===== config.mk =====
export PLATFORM = sky130hd
export DESIGN_NAME = stopwatch_mode_ctrl_flat
export DESIGN_NICKNAME = d
export VERILOG_FILES = /design/src/rtl/stopwatch_mode_ctrl_if.sv /design/src/rtl/stopwatch_mode_ctrl.sv /design/src/flat_wrapper.sv
export SDC_FILE = /design/constraint.sdc
export NUM_CORES = 1
export LEC_CHECK = 0
export ABC_AREA = 1
export BUFFER_PORTS_ARGS = -buffer_cell sky130_fd_sc_hd__buf_2
export CELL_PAD_IN_SITES_DETAIL_PLACEMENT = 0
export CELL_PAD_IN_SITES_GLOBAL_PLACEMENT = 2
export CORE_AREA = 2 2 89 91
export CTS_CLUSTER_SIZE = 16
export DETAILED_ROUTE_END_ITERATION = 16
export DIE_AREA = 0 0 91 93
export GPL_ROUTABILITY_DRIVEN = 0
export GPL_TIMING_DRIVEN = 0
export PLACE_DENSITY_LB_ADDON = 0.1
export SLEW_MARGIN = 20
export SYNTH_ARGS = -nofsm -noshare
export SYNTH_HDL_FRONTEND = slang
export SYNTH_SLANG_ARGS = --single-unit

===== constraint.sdc =====
create_clock -name clk -period 4.65 [get_ports clk]
set_clock_uncertainty 0.05 [all_clocks]
set_input_delay 0.93 -clock clk [delete_from_list [all_inputs] [get_ports clk]]
set_output_delay 0.93 -clock clk [all_outputs]
set_load 0.05 [all_outputs]

===== src/rtl/stopwatch_mode_ctrl_if.sv =====
// Button/flag inputs and control outputs between the debouncers, the mode
// sequencer and the MM:SS datapath.
interface stopwatch_mode_ctrl_if;
    logic       btn_c;
    logic       btn_u;
    logic       btn_d;
    logic       btn_l;
    logic       btn_r;
    logic       cnt_zero;
    logic       cnt_max;
    logic       set_mode;
    logic       ed_up;
    logic       ed_down;
    logic       ed_left;
    logic       ed_right;
    logic       run_dir;
    logic       tick;
    logic       clear;
    logic       expired;
    logic [2:0] state;

    modport master (
        output btn_c, btn_u, btn_d, btn_l, btn_r, cnt_zero, cnt_max,
        input  set_mode, ed_up, ed_down, ed_left, ed_right, run_dir, tick, clear, expired, state
    );

    modport slave (
        input  btn_c, btn_u, btn_d, btn_l, btn_r, cnt_zero, cnt_max,
        output set_mode, ed_up, ed_down, ed_left, ed_right, run_dir, tick, clear, expired, state
    );
endinterface


===== src/rtl/stopwatch_mode_ctrl.sv =====
// Mode sequencer for the MM:SS stopwatch: IDLE/SET/RUN/PAUSE/EXPIRED, the
// count-tick prescaler and the SET inactivity timeout. Every output is a flop.
module stopwatch_mode_ctrl #(
    parameter int CLK_HZ        = 100_000_000,
    parameter int TICK_HZ       = 1,
    parameter int SET_TIMEOUT_S = 10
) (
    input  logic                 clk,
    input  logic                 rst,
    stopwatch_mode_ctrl_if.slave sw
);
    localparam int P  = CLK_HZ / TICK_HZ;
    localparam int PW = (P > 1) ? $clog2(P) : 1;
    localparam int TW = $clog2(SET_TIMEOUT_S + 1);

    typedef enum logic [2:0] {
        IDLE    = 3'b000,
        SET     = 3'b001,
        RUN     = 3'b010,
        PAUSE   = 3'b011,
        EXPIRED = 3'b100
    } state_t;

    state_t          st;
    logic [PW-1:0]   pre;
    logic [TW-1:0]   tmo;
    logic            set_mode_q, ed_up_q, ed_down_q, ed_left_q, ed_right_q;
    logic            run_dir_q, tick_q, clear_q, expired_q;

    logic            b_c, b_u, b_d, b_l, b_r, any_btn;
    logic            wrap;
    logic [PW-1:0]   pre_nxt;

    // Priority resolve: only the highest-priority button of a cycle survives.
    always_comb begin
        b_c     = sw.btn_c;
        b_u     = sw.btn_u & ~sw.btn_c;
        b_d     = sw.btn_d & ~sw.btn_c & ~sw.btn_u;
        b_l     = sw.btn_l & ~sw.btn_c & ~sw.btn_u & ~sw.btn_d;
        b_r     = sw.btn_r & ~sw.btn_c & ~sw.btn_u & ~sw.btn_d & ~sw.btn_l;
        any_btn = sw.btn_c | sw.btn_u | sw.btn_d | sw.btn_l | sw.btn_r;
        wrap    = (pre == PW'(P - 1));
        pre_nxt = wrap ? '0 : pre + 1'b1;
    end

    always_ff @(posedge clk or posedge rst) begin
        if (rst) begin
            st         <= IDLE;
            pre        <= '0;
            tmo        <= '0;
            set_mode_q <= 1'b0;
            ed_up_q    <= 1'b0;
            ed_down_q  <= 1'b0;
            ed_left_q  <= 1'b0;
            ed_right_q <= 1'b0;
            run_dir_q  <= 1'b1;
            tick_q     <= 1'b0;
            clear_q    <= 1'b0;
            expired_q  <= 1'b0;
        end else begin
            ed_up_q    <= 1'b0;
            ed_down_q  <= 1'b0;
            ed_left_q  <= 1'b0;
            ed_right_q <= 1'b0;
            tick_q     <= 1'b0;
            clear_q    <= 1'b0;
            case (st)
                IDLE: begin
                    if (b_c) begin
                        st         <= SET;
                        set_mode_q <= 1'b1;
                        pre        <= '0;
                        tmo        <= '0;
                    end else if (b_u) begin
                        st        <= RUN;
                        run_dir_q <= 1'b1;
                        pre       <= '0;
                    end else if (b_d && !sw.cnt_zero) begin
                        st        <= RUN;
                        run_dir_q <= 1'b0;
                        pre       <= '0;
                    end else if (b_l) begin
                        clear_q <= 1'b1;
                    end
                end
                SET: begin
                    pre <= pre_nxt;
                    if (b_c) begin
                        st         <= IDLE;
                        set_mode_q <= 1'b0;
                    end else begin
                        ed_up_q    <= b_u;
                        ed_down_q  <= b_d;
                        ed_left_q  <= b_l;
                        ed_right_q <= b_r;
                        if (any_btn) begin
                            tmo <= '0;
                        end else if (wrap) begin
                            if (tmo == TW'(SET_TIMEOUT_S - 1)) begin
                                st         <= IDLE;
                                set_mode_q <= 1'b0;
                            end else begin
                                tmo <= tmo + 1'b1;
                            end
                        end
                    end
                end
                RUN: begin
                    // Limit exits beat the tick; the centre button beats both.
                    pre <= pre_nxt;
                    if (b_c) begin
                        st <= PAUSE;
                    end else if (!run_dir_q && sw.cnt_zero) begin
                        st        <= EXPIRED;
                        expired_q <= 1'b1;
                    end else if (run_dir_q && sw.cnt_max) begin
                        st <= PAUSE;
                    end else begin
                        tick_q <= wrap;
                    end
                end
                PAUSE: begin
                    if (b_c) begin
                        st <= RUN;
                    end else if (b_d) begin
                        st      <= IDLE;
                        clear_q <= 1'b1;
                    end
                end
                EXPIRED: begin
                    if (any_btn) begin
                        st        <= IDLE;
                        expired_q <= 1'b0;
                    end
                end
                default: begin
                    st         <= IDLE;
                    set_mode_q <= 1'b0;
                    expired_q  <= 1'b0;
                end
            endcase
        end
    end

    assign sw.state    = st;
    assign sw.set_mode = set_mode_q;
    assign sw.ed_up    = ed_up_q;
    assign sw.ed_down  = ed_down_q;
    assign sw.ed_left  = ed_left_q;
    assign sw.ed_right = ed_right_q;
    assign sw.run_dir  = run_dir_q;
    assign sw.tick     = tick_q;
    assign sw.clear    = clear_q;
    assign sw.expired  = expired_q;
endmodule


===== src/flat_wrapper.sv =====
// flat-port wrapper written by rule: the top's interface ports become plain ports
module stopwatch_mode_ctrl_flat 
#(
    parameter int CLK_HZ        = 100_000_000,
    parameter int TICK_HZ       = 1,
    parameter int SET_TIMEOUT_S = 10
)
  (clk, rst, sw_btn_c, sw_btn_u, sw_btn_d, sw_btn_l, sw_btn_r, sw_cnt_zero, sw_cnt_max, sw_set_mode, sw_ed_up, sw_ed_down, sw_ed_left, sw_ed_right, sw_run_dir, sw_tick, sw_clear, sw_expired, sw_state);
  stopwatch_mode_ctrl_if sw_i ();
  input  logic clk;
  input  logic rst;
  input wire logic [$bits(sw_i.btn_c)-1:0] sw_btn_c;
  input wire logic [$bits(sw_i.btn_u)-1:0] sw_btn_u;
  input wire logic [$bits(sw_i.btn_d)-1:0] sw_btn_d;
  input wire logic [$bits(sw_i.btn_l)-1:0] sw_btn_l;
  input wire logic [$bits(sw_i.btn_r)-1:0] sw_btn_r;
  input wire logic [$bits(sw_i.cnt_zero)-1:0] sw_cnt_zero;
  input wire logic [$bits(sw_i.cnt_max)-1:0] sw_cnt_max;
  output wire logic [$bits(sw_i.set_mode)-1:0] sw_set_mode;
  output wire logic [$bits(sw_i.ed_up)-1:0] sw_ed_up;
  output wire logic [$bits(sw_i.ed_down)-1:0] sw_ed_down;
  output wire logic [$bits(sw_i.ed_left)-1:0] sw_ed_left;
  output wire logic [$bits(sw_i.ed_right)-1:0] sw_ed_right;
  output wire logic [$bits(sw_i.run_dir)-1:0] sw_run_dir;
  output wire logic [$bits(sw_i.tick)-1:0] sw_tick;
  output wire logic [$bits(sw_i.clear)-1:0] sw_clear;
  output wire logic [$bits(sw_i.expired)-1:0] sw_expired;
  output wire logic [$bits(sw_i.state)-1:0] sw_state;
  assign sw_i.btn_c = sw_btn_c;
  assign sw_i.btn_u = sw_btn_u;
  assign sw_i.btn_d = sw_btn_d;
  assign sw_i.btn_l = sw_btn_l;
  assign sw_i.btn_r = sw_btn_r;
  assign sw_i.cnt_zero = sw_cnt_zero;
  assign sw_i.cnt_max = sw_cnt_max;
  assign sw_set_mode = sw_i.set_mode;
  assign sw_ed_up = sw_i.ed_up;
  assign sw_ed_down = sw_i.ed_down;
  assign sw_ed_left = sw_i.ed_left;
  assign sw_ed_right = sw_i.ed_right;
  assign sw_run_dir = sw_i.run_dir;
  assign sw_tick = sw_i.tick;
  assign sw_clear = sw_i.clear;
  assign sw_expired = sw_i.expired;
  assign sw_state = sw_i.state;
  stopwatch_mode_ctrl #(.CLK_HZ(CLK_HZ), .TICK_HZ(TICK_HZ), .SET_TIMEOUT_S(SET_TIMEOUT_S)) u_core (.clk(clk), .rst(rst), .sw(sw_i));
endmodule

==> run_results.csv, run 1 <==
group,metric,value,unit
clock_network,cts_resized,0,
synth,synth_nets,389,
global_route,grt_pass1_wl,11800,um
place,place_hpwl,5280,um
clock_network,numCtsBuffers,5,
cells_and_area,diodes,0,
detailed_routing,drt_pass1_iterations,4,
critical_path,worstPathMaxFanout,4,
global_route,grt_max_degree,31,
clock_network,cts_buffer_depth,2,
global_route,antenna_found_initial,0,
die,core_area,7530,um2
detailed_routing,ant_nets,0,
detailed_routing,viasPerCell,4.63,
critical_path,critPathKind,"reg -> out",
cells_and_area,finalInstanceArea,2990,um2
critical_path,slowest_stage,"dfstp_2",
critical_path,path_delay_family,"flip-flops",
clock_network,path_clk_slew,0.09,ns
cells_and_area,drive_gt1_share,12.3,%
synth,yosysUniqueCellTypes,28,
power_and_ir_drop,peakVddDrop,276,uV
die,start_util,34.9,%
sta,setup-violations-final,0,
global_route,grt_pass1_vias,2440,
critical_path,required,3.67,ns
clock_network,cts_sinks,43,
detailed_routing,avgRoutedWirePerCell,13.6,um
place,portBuffers,20,
clock_network,cts_max_level,2,
sta,fmax,0.475,GHz
global_route,grtUsageTotal,17.6,%
sta,fin_crit_sh,45.3,%
synth,synth.cell_area,2630,um2
detailed_routing,wl_met1,3310,um
die,fp-row-count,32,
detailed_routing,wirelength,6910,um
critical_path,end_kind,"primary output",
critical_path,max_stage_delay,0.56,ns
synth,ys_seq_area_share,41.0,%
detailed_routing,dr.max_layer_used,"met4",
sta,rsz0062_at_grt,"no",
power_and_ir_drop,power.density,417,nW/um2
die,die_area,8460,um2
sta,tns,0,ns
sta,hold_viol,0,
synth,syn_area_per_cell,6.97,um2
cells_and_area,multiInputGateArea,1370,um2
sta,min_period,2.11,ns
clock_network,hold_buffers,0,
clock_network,post_cts_buffers,0,
critical_path,cp_cell_sequence,"buf_2",
sta,worst_slew_margin_rel,74.3,%
place,placed_area,2880,um2
sta,report.final.slew_viol_count,0,
run,timing.max_cap.violations,0,
clock_network,cts_root_buf,"clkbuf_8",
synth,yosys_warnings,0,
die,ioPinCount,21,
run_status,status,"finished clean",
cells_and_area,area_growth,13.9,%
critical_path,cp-start-kind,"register",
detailed_routing,dr_wl_met3,199,um
detailed_routing,via_count,2351,
die,die_w,91,um
global_route,gr-total-overflow,0,
cells_and_area,regArea,1080,um2
clock_network,worstSkewPairLatency,0.30,ns
cells_and_area,nFillCells,851,
critical_path,path_buf_inv,1,
detailed_routing,wl_met2,3330,um
synth,yosys_register_bits,43,
min_path,hold_path.class,"reg -> reg",
clock_network,cts_tree,"yes",
sta,worst_pin_slew,0.384,ns
detailed_routing,drc,0,
detailed_routing,drtIter0Drc,80,
power_and_ir_drop,power_leakage,1.37,nW
die,die_y,93,um
synth,syn_inst,377,
critical_path,cp_data_arrival_time,1.13,ns
cells_and_area,num-nets-final,417,
registers in the layout, indices dropped and copies added, names as in the netlist:
| signal | flops |
|---|---|
| u_core.sw.ed_up | 1 |
| u_core.sw.state | 3 |
| u_core.sw.expired | 1 |
| u_core.sw.run_dir | 1 |
| u_core.pre | 27 |
| u_core.sw.ed_down | 1 |
| u_core.sw.clear | 1 |
| u_core.tmo | 4 |
| u_core.sw.set_mode | 1 |
| u_core.sw.ed_left | 1 |
| u_core.sw.tick | 1 |
| u_core.sw.ed_right | 1 |
through the flow:
| step | power (mW) | utilization (%) | setup WS (ns) | cells | hold slack, ns |
|---|---|---|---|---|---|
| 3_3_place_gp | 0.948 | 37.9 | 1.90 | 499 | 0.407 |
| 3_5_place_dp | 0.949 | 38.2 | 2.26 | 500 | 0.425 |
| 4_1_cts | 1.27 | 39.8 | 2.53 | 508 | 0.449 |
| 6_report | 1.25 | 39.8 | 2.54 | 508 | 0.438 |
| 2_1_floorplan | 0.805 | - | 2.67 | 377 | 0.424 |
| 5_1_grt | 1.33 | 39.8 | 2.47 | 508 | 0.467 |
metal layers:
| layer | vias to the layer above | GRT usage [%] |
|---|---|---|
| met3 | 5 | 2.90 |
| met1 | 1074 | 22.0 |
| met2 | 36 | 31.9 |
| met4 | 0 | 4.17 |
| li1 | 1236 | - |
| met5 | - | 0 |
synthesized netlist by cell type, drive strengths merged:
master | count | area (um2)
nor3 | 8 | 45.0
xor2 | 16 | 140
nand2 | 122 | 468
ha | 3 | 37.5
o22ai | 2 | 12.5
nor2 | 75 | 312
nand3 | 36 | 180
a21oi | 3 | 26.3
o211ai | 1 | 7.51
and2 | 4 | 26.3
inv | 42 | 158
nand3b | 1 | 7.51
dfrtp | 42 | 1050
xnor2 | 1 | 8.76
o21ai | 8 | 40.0
buf | 3 | 23.8
dfstp | 1 | 26.3
a22oi | 1 | 7.51
nand4 | 8 | 50.1
layout by cell type (no fill, tap or decap):
cell and n:
nor2_2 3, o22ai_1 2, dfstp_2 1, and2_1 3, xnor2_1 1, nand3_1 36
nand2_1 118, nor2_4 3, o21ai_0 8, nor3_1 7, nand2_2 4, a22oi_1 1
dfrtp_1 42, buf_2 21, and2_2 1, nand4_1 8, o211ai_1 1, inv_2 4
xor2_1 16, a21oi_4 1, buf_12 1, buf_4 1, clkbuf_8 6, nor2_1 69
ha_1 3, clkinv_2 1, a21oi_1 2, bufinv_16 1, buf_6 1, nor3_2 1
inv_1 38, nand3b_1 1
cells by family (layout without fill, tap and decap cells):
| logic type | Yosys count | count (layout) | synth area share (%) |
|---|---|---|---|
| simple gates | 254 | 254 | 41.4 |
| buf+inv | 45 | 74 | 6.90 |
| flops | 43 | 43 | 41.0 |
| fa+ha+maj | 3 | 3 | 1.43 |
| compound gates | 15 | 15 | 3.57 |
| xor+xnor | 17 | 17 | 5.67 |
final cells by class:
type / count / share of cell area [%]
flip-flops and latches: 43 / 36.0
clock buffers: 6 / 2.76
multi-input cells: 289 / 45.7
plain buffers: 3 / 0.794
well taps: 102 / 4.26
repair buffers: 21 / 4.01
clock inverters: 2 / 1.17
inverters: 42 / 5.27
report_power, final:
part,internal [mW],switching [mW],leakage [nW]
combinational,0.125,0.359,0.724
sequential,0.412,0.0362,0.586
clock,0.174,0.143,0.0612
worst paths after layout:
kind	startpoint	to	slack, ns	cells past startpoint
max in group asynchronous	rst	u_core.pre[26]$_DFFE_PP0P_	3.54	3
max	u_core.sw.run_dir$_DFFE_PP1P_	sw_run_dir	2.54	1
min in group asynchronous	rst	u_core.sw.tick$_DFF_PP0_	0.52	2
min	u_core.sw.set_mode$_DFFE_PP0P_	u_core.sw.set_mode$_DFFE_PP0P_	0.44	2
min reg2reg	u_core.sw.set_mode$_DFFE_PP0P_	u_core.sw.set_mode$_DFFE_PP0P_	0.44	2
max reg2reg	u_core.pre[0]$_DFFE_PP0P_	u_core.pre[21]$_DFFE_PP0P_	2.60	9
Power figures use the tool's default switching activity.
==> run 2: changes to the inputs <==
--- a/config.mk
+++ b/config.mk
@@ -9,10 +9,10 @@
 export BUFFER_PORTS_ARGS = -buffer_cell sky130_fd_sc_hd__buf_2
 export CELL_PAD_IN_SITES_DETAIL_PLACEMENT = 0
 export CELL_PAD_IN_SITES_GLOBAL_PLACEMENT = 2
-export CORE_AREA = 2 2 89 91
+export CORE_AREA = 2 2 91 93
 export CTS_CLUSTER_SIZE = 16
 export DETAILED_ROUTE_END_ITERATION = 16
-export DIE_AREA = 0 0 91 93
+export DIE_AREA = 0 0 93 95
 export GPL_ROUTABILITY_DRIVEN = 0
 export GPL_TIMING_DRIVEN = 0
 export PLACE_DENSITY_LB_ADDON = 0.1
==> constraint.sdc (replaced) <==
create_clock -name clk -period 2.1 [get_ports clk]
set_clock_uncertainty 0.05 [all_clocks]
set_input_delay 0.42 -clock clk [delete_from_list [all_inputs] [get_ports clk]]
set_output_delay 0.42 -clock clk [all_outputs]
set_load 0.05 [all_outputs]
==> run 2 against run 1 <==
Effect of this change:
- highest routed layer unchanged
- count of clock-buffer cells in the layout is 2 higher
- clock power increased by 88%
- combinational power increased by 140%
- cell count up 1.4%
- total power increased by 120%
- routed wire length grew 2.6%
- sequential cell count is the same
- worst hold slack worse by 0.31 ns
==> run_results.csv, run 2 (same netlist as run 1, synthesis figures left out) <==
group,metric,value,unit
run_status,status,"finished clean",
cells_and_area,final_cells,515,
global_route,grt_pass1_vias,2367,
detailed_routing,via_count,2386,
cells_and_area,area_growth,15.3,%
clock_network,cts_tree,"yes",
sta,setup-violations-final,0,
place,place_hpwl,5390,um
sta,report.final.slew_viol_count,0,
cells_and_area,final_cell_mix,"nand2_1, nor2_1, dfrtp_1, inv_1, nand3_1",
critical_path,end_kind,"register",
place,portBuffers,20,
clock_network,numCtsBuffers,5,
clock_network,cts_root_buf,"clkbuf_8",
power_and_ir_drop,peakVddDrop,646,uV
min_path,hold_path.class,"in -> async",
detailed_routing,drt_pass1_iterations,4,
detailed_routing,drtIter0Drc,70,
run,timing.max_cap.violations,0,
die,ioPinCount,21,
power_and_ir_drop,power_leakage,1.38,nW
sta,worst_slew_margin_rel,60.7,%
clock_network,path_clk_slew,0.09,ns
die,start_util,33.1,%
sta,hold_viol,0,
place,dp.cells,503,
critical_path,worstPathMaxFanout,8,
detailed_routing,ant_nets,0,
critical_path,reg2reg_slack,0.18,ns
die,fp-row-count,33,
global_route,grtUsageTotal,17.5,%
cells_and_area,nFillCells,884,
cells_and_area,drive_gt1_share,13.9,%
place,placed_area,2890,um2
global_route,antenna_found_initial,0,
clock_network,hold_buffers,0,
cells_and_area,final_util,38.2,%
critical_path,critPathKind,"reg -> reg",
sta,worst_pin_slew,0.589,ns
sta,fin_crit_sh,91.6,%
die,core_area,7930,um2
global_route,gr-total-overflow,0,
critical_path,cp_data_arrival_time,2.07,ns
die,die_w,93,um
cells_and_area,regMostFlops,"u_core.pre",
die,die_area,8840,um2
detailed_routing,wirelength,7090,um
detailed_routing,drc,0,
power_and_ir_drop,power.density,915,nW/um2
global_route,grt_pass1_wl,11800,um
detailed_routing,viasPerCell,4.63,
clock_network,cts_sinks,43,
critical_path,cp-start-kind,"register",
cells_and_area,diodes,0,
global_route,grt_max_degree,26,
sta,rsz0062_at_grt,"no",
cells_and_area,largest_register_ffs,27,
cells_and_area,num-nets-final,421,
cells_and_area,finalInstanceArea,3030,um2
cells_and_area,mostFrequentLayoutCell,"nand2_1",
clock_network,worstSkewPairLatency,0.30,ns
die,die_y,95,um
clock_network,cts_max_level,2,
critical_path,required,2.25,ns
detailed_routing,avgRoutedWirePerCell,13.8,um
power_and_ir_drop,total_power,2.77,mW
sta,fmax,0.520,GHz
clock_network,cts_buffer_depth,2,
sta,min_period,1.92,ns
==> run 2: stage by stage <==
step | TNS [ns] | setup WS (ns) | hold slack [ns]
after floorplan | 0 | 0.370 | 0.424
after global placement | -5.94 | -0.143 | 0.404
after detailed placement | 0 | 0.0441 | 0.411
after CTS | 0 | 0.0213 | 0.147
after global routing | 0 | 0.0436 | 0.153
final | 0 | 0.176 | 0.124
==> run 2: power by group <==
group | internal (mW) | switching, mW
Sequential | 0.914 | 0.0818
Clock | 0.301 | 0.296
Combinational | 0.360 | 0.818
Total | 1.57 | 1.20
==> run 2: timing repair <==
action | 4_1_cts | 5_1_grt
setup endpoints to repair | 0 | 15
buffers inserted | 0 | 3
resized for setup | 0 | 7
==> run 2: critical path: stages (launching register included) <==
cell and delay [ns]:
dfrtp_2 0.42, ha_2 0.22, nand2_2 0.09, nor2_4 0.13, nand2_1 0.11, nor2_1 0.14, nand2_2 0.11, a21oi_4 0.31
buf_4 0.19, nor2_1 0.05
==> run 2: area by class of cell <==
| class | instances | area [um2] | area share [%] |
|---|---|---|---|
| Buffer | 3 | 23.8 | 0.785 |
| Clock buffer | 8 | 100 | 3.30 |
| Inverter | 42 | 158 | 5.20 |
| Multi-Input combinational cell | 289 | 1380 | 45.4 |
| Sequential cell | 43 | 1080 | 35.6 |
| Tap cell | 105 | 131 | 4.34 |
| Timing Repair Buffer | 25 | 161 | 5.33 |
==> run 2: path summary, 6_finish.rpt <==
check	end	cells after the start	startpoint
worst min-delay path	u_core.sw.tick$_DFF_PP0_	2	rst
worst min register to register	u_core.sw.set_mode$_DFFE_PP0P_	2	u_core.sw.set_mode$_DFFE_PP0P_
worst max register to register	u_core.pre[11]$_DFFE_PP0P_	9	u_core.pre[0]$_DFFE_PP0P_
min in group clk	u_core.sw.ed_right$_DFF_PP0_	3	sw_btn_r
worst max-delay path	u_core.pre[11]$_DFFE_PP0P_	9	u_core.pre[0]$_DFFE_PP0P_
max in group asynchronous	u_core.pre[15]$_DFFE_PP0P_	3	rst
==> run 2: routing by layer <==
| layer | vias to the layer above | routed length, um | GRT usage [%] |
|---|---|---|---|
| li1 | 1247 | - | - |
| met1 | 1105 | 3180 | 20.4 |
| met2 | 29 | 3610 | 32.8 |
| met3 | 5 | 200 | 2.71 |
| met4 | 0 | 98 | 5.51 |
| met5 | - | 0 | 0 |
==> run 3: changes to the inputs <==
--- a/config.mk
+++ b/config.mk
@@ -5,14 +5,13 @@
 export SDC_FILE = /design/constraint.sdc
 export NUM_CORES = 1
 export LEC_CHECK = 0
-export ABC_AREA = 1
 export BUFFER_PORTS_ARGS = -buffer_cell sky130_fd_sc_hd__buf_2
 export CELL_PAD_IN_SITES_DETAIL_PLACEMENT = 0
 export CELL_PAD_IN_SITES_GLOBAL_PLACEMENT = 2
-export CORE_AREA = 2 2 91 93
+export CORE_AREA = 2 2 84 86
 export CTS_CLUSTER_SIZE = 16
 export DETAILED_ROUTE_END_ITERATION = 16
-export DIE_AREA = 0 0 93 95
+export DIE_AREA = 0 0 86 88
 export GPL_ROUTABILITY_DRIVEN = 0
 export GPL_TIMING_DRIVEN = 0
 export PLACE_DENSITY_LB_ADDON = 0.1
==> run 3 against run 2 <==
Effect of this change:
- the run now ends with negative setup slack left
- design area increased by 2.2%
- non-clock buffer count increased by 18
- critical path type unchanged
- sequential power about the same
- sequential share of layout area decreased by 0.70 points
- largest power group unchanged
- global-route usage decreased by 0.47 points
- utilization increased by 8.4 points
- area after synthesis decreased by 7.8%
==> run_results.csv, run 3 <==
group,metric,value,unit
run_status,status,"finished, violations left",
run_status,failed_checks,"negative setup slack",
synth,synthXorXnorAreaFrac,6.51,%
global_route,grt_pass1_vias,2073,
synth,synth_top_family_by_area,"simple AND/OR/NAND/NOR gates",
sta,report.final.slew_viol_count,0,
sta,min_period,2.38,ns
detailed_routing,drt_pass1_iterations,4,
sta,setup-violations-final,33,
sta,fin_hold_ws,0.0954,ns
sta,rsz0062_at_grt,"yes",
synth,synth_top_area_share,43.4,%
power_and_ir_drop,peakVddDrop,242,uV
critical_path,cp_data_arrival_time,2.50,ns
critical_path,cp_cell_sequence,"or4_4 -> or3_1 -> or4_4 -> buf_8 -> nor3_4 -> o211ai_1",
cells_and_area,multiInputGateArea,1410,um2
critical_path,worstPathMaxFanout,7,
synth,yosys_warnings,0,
synth,yosysUniqueCellTypes,47,
detailed_routing,drtIter0Drc,84,
synth,muxShareOfSynthArea,0,%
synth,synth-compound-area-share,13.1,%
clock_network,cts_buffer_depth,2,
synth,syn_area_per_cell,9.04,um2
cells_and_area,num-nets-final,324,
cells_and_area,regArea,1080,um2
global_route,grtUsageTotal,17.0,%
cells_and_area,area_growth,27.8,%
die,start_util,36.5,%
synth,dominantRegCellSynth,"dfrtp_1",
die,core_area,6640,um2
critical_path,startpoint,"u_core.pre[19]$_DFFE_PP0P_",
clock_network,path_clk_slew,0.09,ns
synth,syn_inst,268,
min_path,hold_path.class,"in -> async",
place,portBuffers,20,
sta,worst_pin_slew,0.696,ns
die,ioPinCount,21,
detailed_routing,via_count,2125,
critical_path,critPathKind,"reg -> reg",
synth,synth_simple_gate_area_share,31.5,%
power_and_ir_drop,power_leakage,1.24,nW
clock_network,worstSkewPairLatency,0.30,ns
critical_path,timing.rr.start,"u_core.pre[19]$_DFFE_PP0P_",
synth,yosys.area_share.adder,1.55,%
clock_network,numCtsBuffers,5,
critical_path,max_stage_delay,0.54,ns
synth,ys_seq_area_share,44.5,%
die,die_area,7570,um2
cells_and_area,drive_gt1_share,30.7,%
run,timing.max_cap.violations,0,
synth,yosysMostFrequentCell,"dfrtp_1",
place,place_hpwl,4230,um
clock_network,cts_sinks,43,
critical_path,slowest_stage,"or4_4",
power_and_ir_drop,power.density,968,nW/um2
sta,worst_slack,-0.285,ns
sta,hold_viol,0,
global_route,grt_pass1_wl,10100,um
cells_and_area,mostFrequentLayoutCell,"dfrtp_1",
cells_and_area,nFillCells,654,
clock_network,hold_buffers,0,
cells_and_area,largest_register_ffs,27,
die,fp-row-count,30,
cells_and_area,diodes,0,
synth,synth_nets,280,
critical_path,r2r_cells,6,
die,die_y,88,um
critical_path,end_kind,"register",
synth,synth_edf_count,0,
critical_path,required,2.22,ns
critical_path,cp_common_cell,"or4_4",
detailed_routing,wirelength,6170,um
cells_and_area,final_cell_mix,"dfrtp_1, nand2_1, buf_2, nand3_1, nor2_1",
cells_and_area,regMostFlops,"u_core.pre",
detailed_routing,ant_nets,0,
synth,synthTopCellsByArea,"dfrtp_1, xnor2_1, nand2_1",
synth,synth_common_cells,"dfrtp_1, nand2_1, nor2_1, nand3_1",
clock_network,cts_root_buf,"clkbuf_8",
die,die_w,86,um
synth,synth.cell_area,2420,um2
synth,yosys.area.top_type,"dfrtp_1",
detailed_routing,viasPerCell,5.41,
detailed_routing,avgRoutedWirePerCell,15.7,um
clock_network,cts_max_level,2,
clock_network,cts_tree,"yes",
global_route,antenna_found_initial,0,
critical_path,cp-start-kind,"register",
sta,fin_crit_sh,114,%
synth,yosys_register_bits,43,
sta,tns,-7.87,ns
global_route,grt_max_degree,24,
global_route,gr-total-overflow,0,
detailed_routing,drc,0,
sta,worst_slew_margin_rel,53.2,%
sta,fmax,0.419,GHz
synth,async_flop_share,100,%
-- run 3: worst paths after layout --
check	end	slack (ns)
max in group asynchronous	u_core.sw.run_dir$_DFFE_PP1P_	1.33
min in group clk	u_core.sw.ed_left$_DFF_PP0_	0.28
hold / removal	u_core.pre[19]$_DFFE_PP0P_	0.1
hold reg to reg	u_core.pre[0]$_DFFE_PP0P_	0.49
setup / recovery	u_core.sw.state[0]$_DFFE_PP0P_	-0.28
setup reg to reg	u_core.sw.state[0]$_DFFE_PP0P_	-0.28
-- run 3: area by class of cell --
cell class | count | area share [%]
plain buffers | 8 | 2.22
clock buffers | 6 | 2.67
clock inverters | 2 | 1.13
inverters | 6 | 0.727
multi-input cells | 210 | 45.5
flip-flops and latches | 43 | 34.9
well taps | 80 | 3.23
repair buffers | 38 | 9.66
-- run 3: logic make-up (layout without fill, tap and decap cells) --
group                    after synthesis  in the layout
AND/OR/NAND/NOR                      143            143
AO/OA/AOI/OAI                         46             46
flip-flops                            43             43
XOR/XNOR                              18             18
buffers and inverters                 15             60
adder cells (fa/ha/maj)                3              3
-- run 3: through the flow --
stage	instances	utilization [%]	total power, mW	area (um2)	setup WS (ns)
2_1_floorplan	268	-	1.77	2450	-0.283
3_3_place_gp	368	39.9	2.03	2650	-0.526
3_5_place_dp	369	40.3	2.03	2680	-0.524
4_1_cts	387	44.4	2.80	2950	-0.297
5_1_grt	393	46.6	3.17	3100	-0.359
6_report	393	46.6	3.00	3100	-0.285
-- run 3: report_power, final --
part / leakage, nW / switching [mW] / internal [mW]
Clock: 0.0612 / 0.299 / 0.385
Sequential: 0.580 / 0.101 / 0.917
Combinational: 0.598 / 0.791 / 0.506
-- run 3: timing repair --
item	in CTS	in global routing
gates resized for setup	16	29
endpoints found under the setup margin	33	33
endpoints found under the hold margin	0	0
buffers inserted	10	5
gates cloned	0	2
pin swaps	4	2
-- run 3: layer usage --
| metal | vias to the layer above | wire (um) | global-route usage (%) |
|---|---|---|---|
| met3 | 11 | 223 | 3.39 |
| met5 | - | 0 | 0 |
| met2 | 35 | 2950 | 28.7 |
| met4 | 0 | 142 | 5.63 |
| li1 | 1057 | - | - |
| met1 | 1022 | 2850 | 22.0 |
-- run 3: critical path: cells and delay by family, from the launching register on --
family                 cells  cell delay, ns
AND/OR/NAND/NOR            4            1.51
buffers and inverters      1            0.17
flip-flops                 1            0.39
AO/OA/AOI/OAI              1            0.13
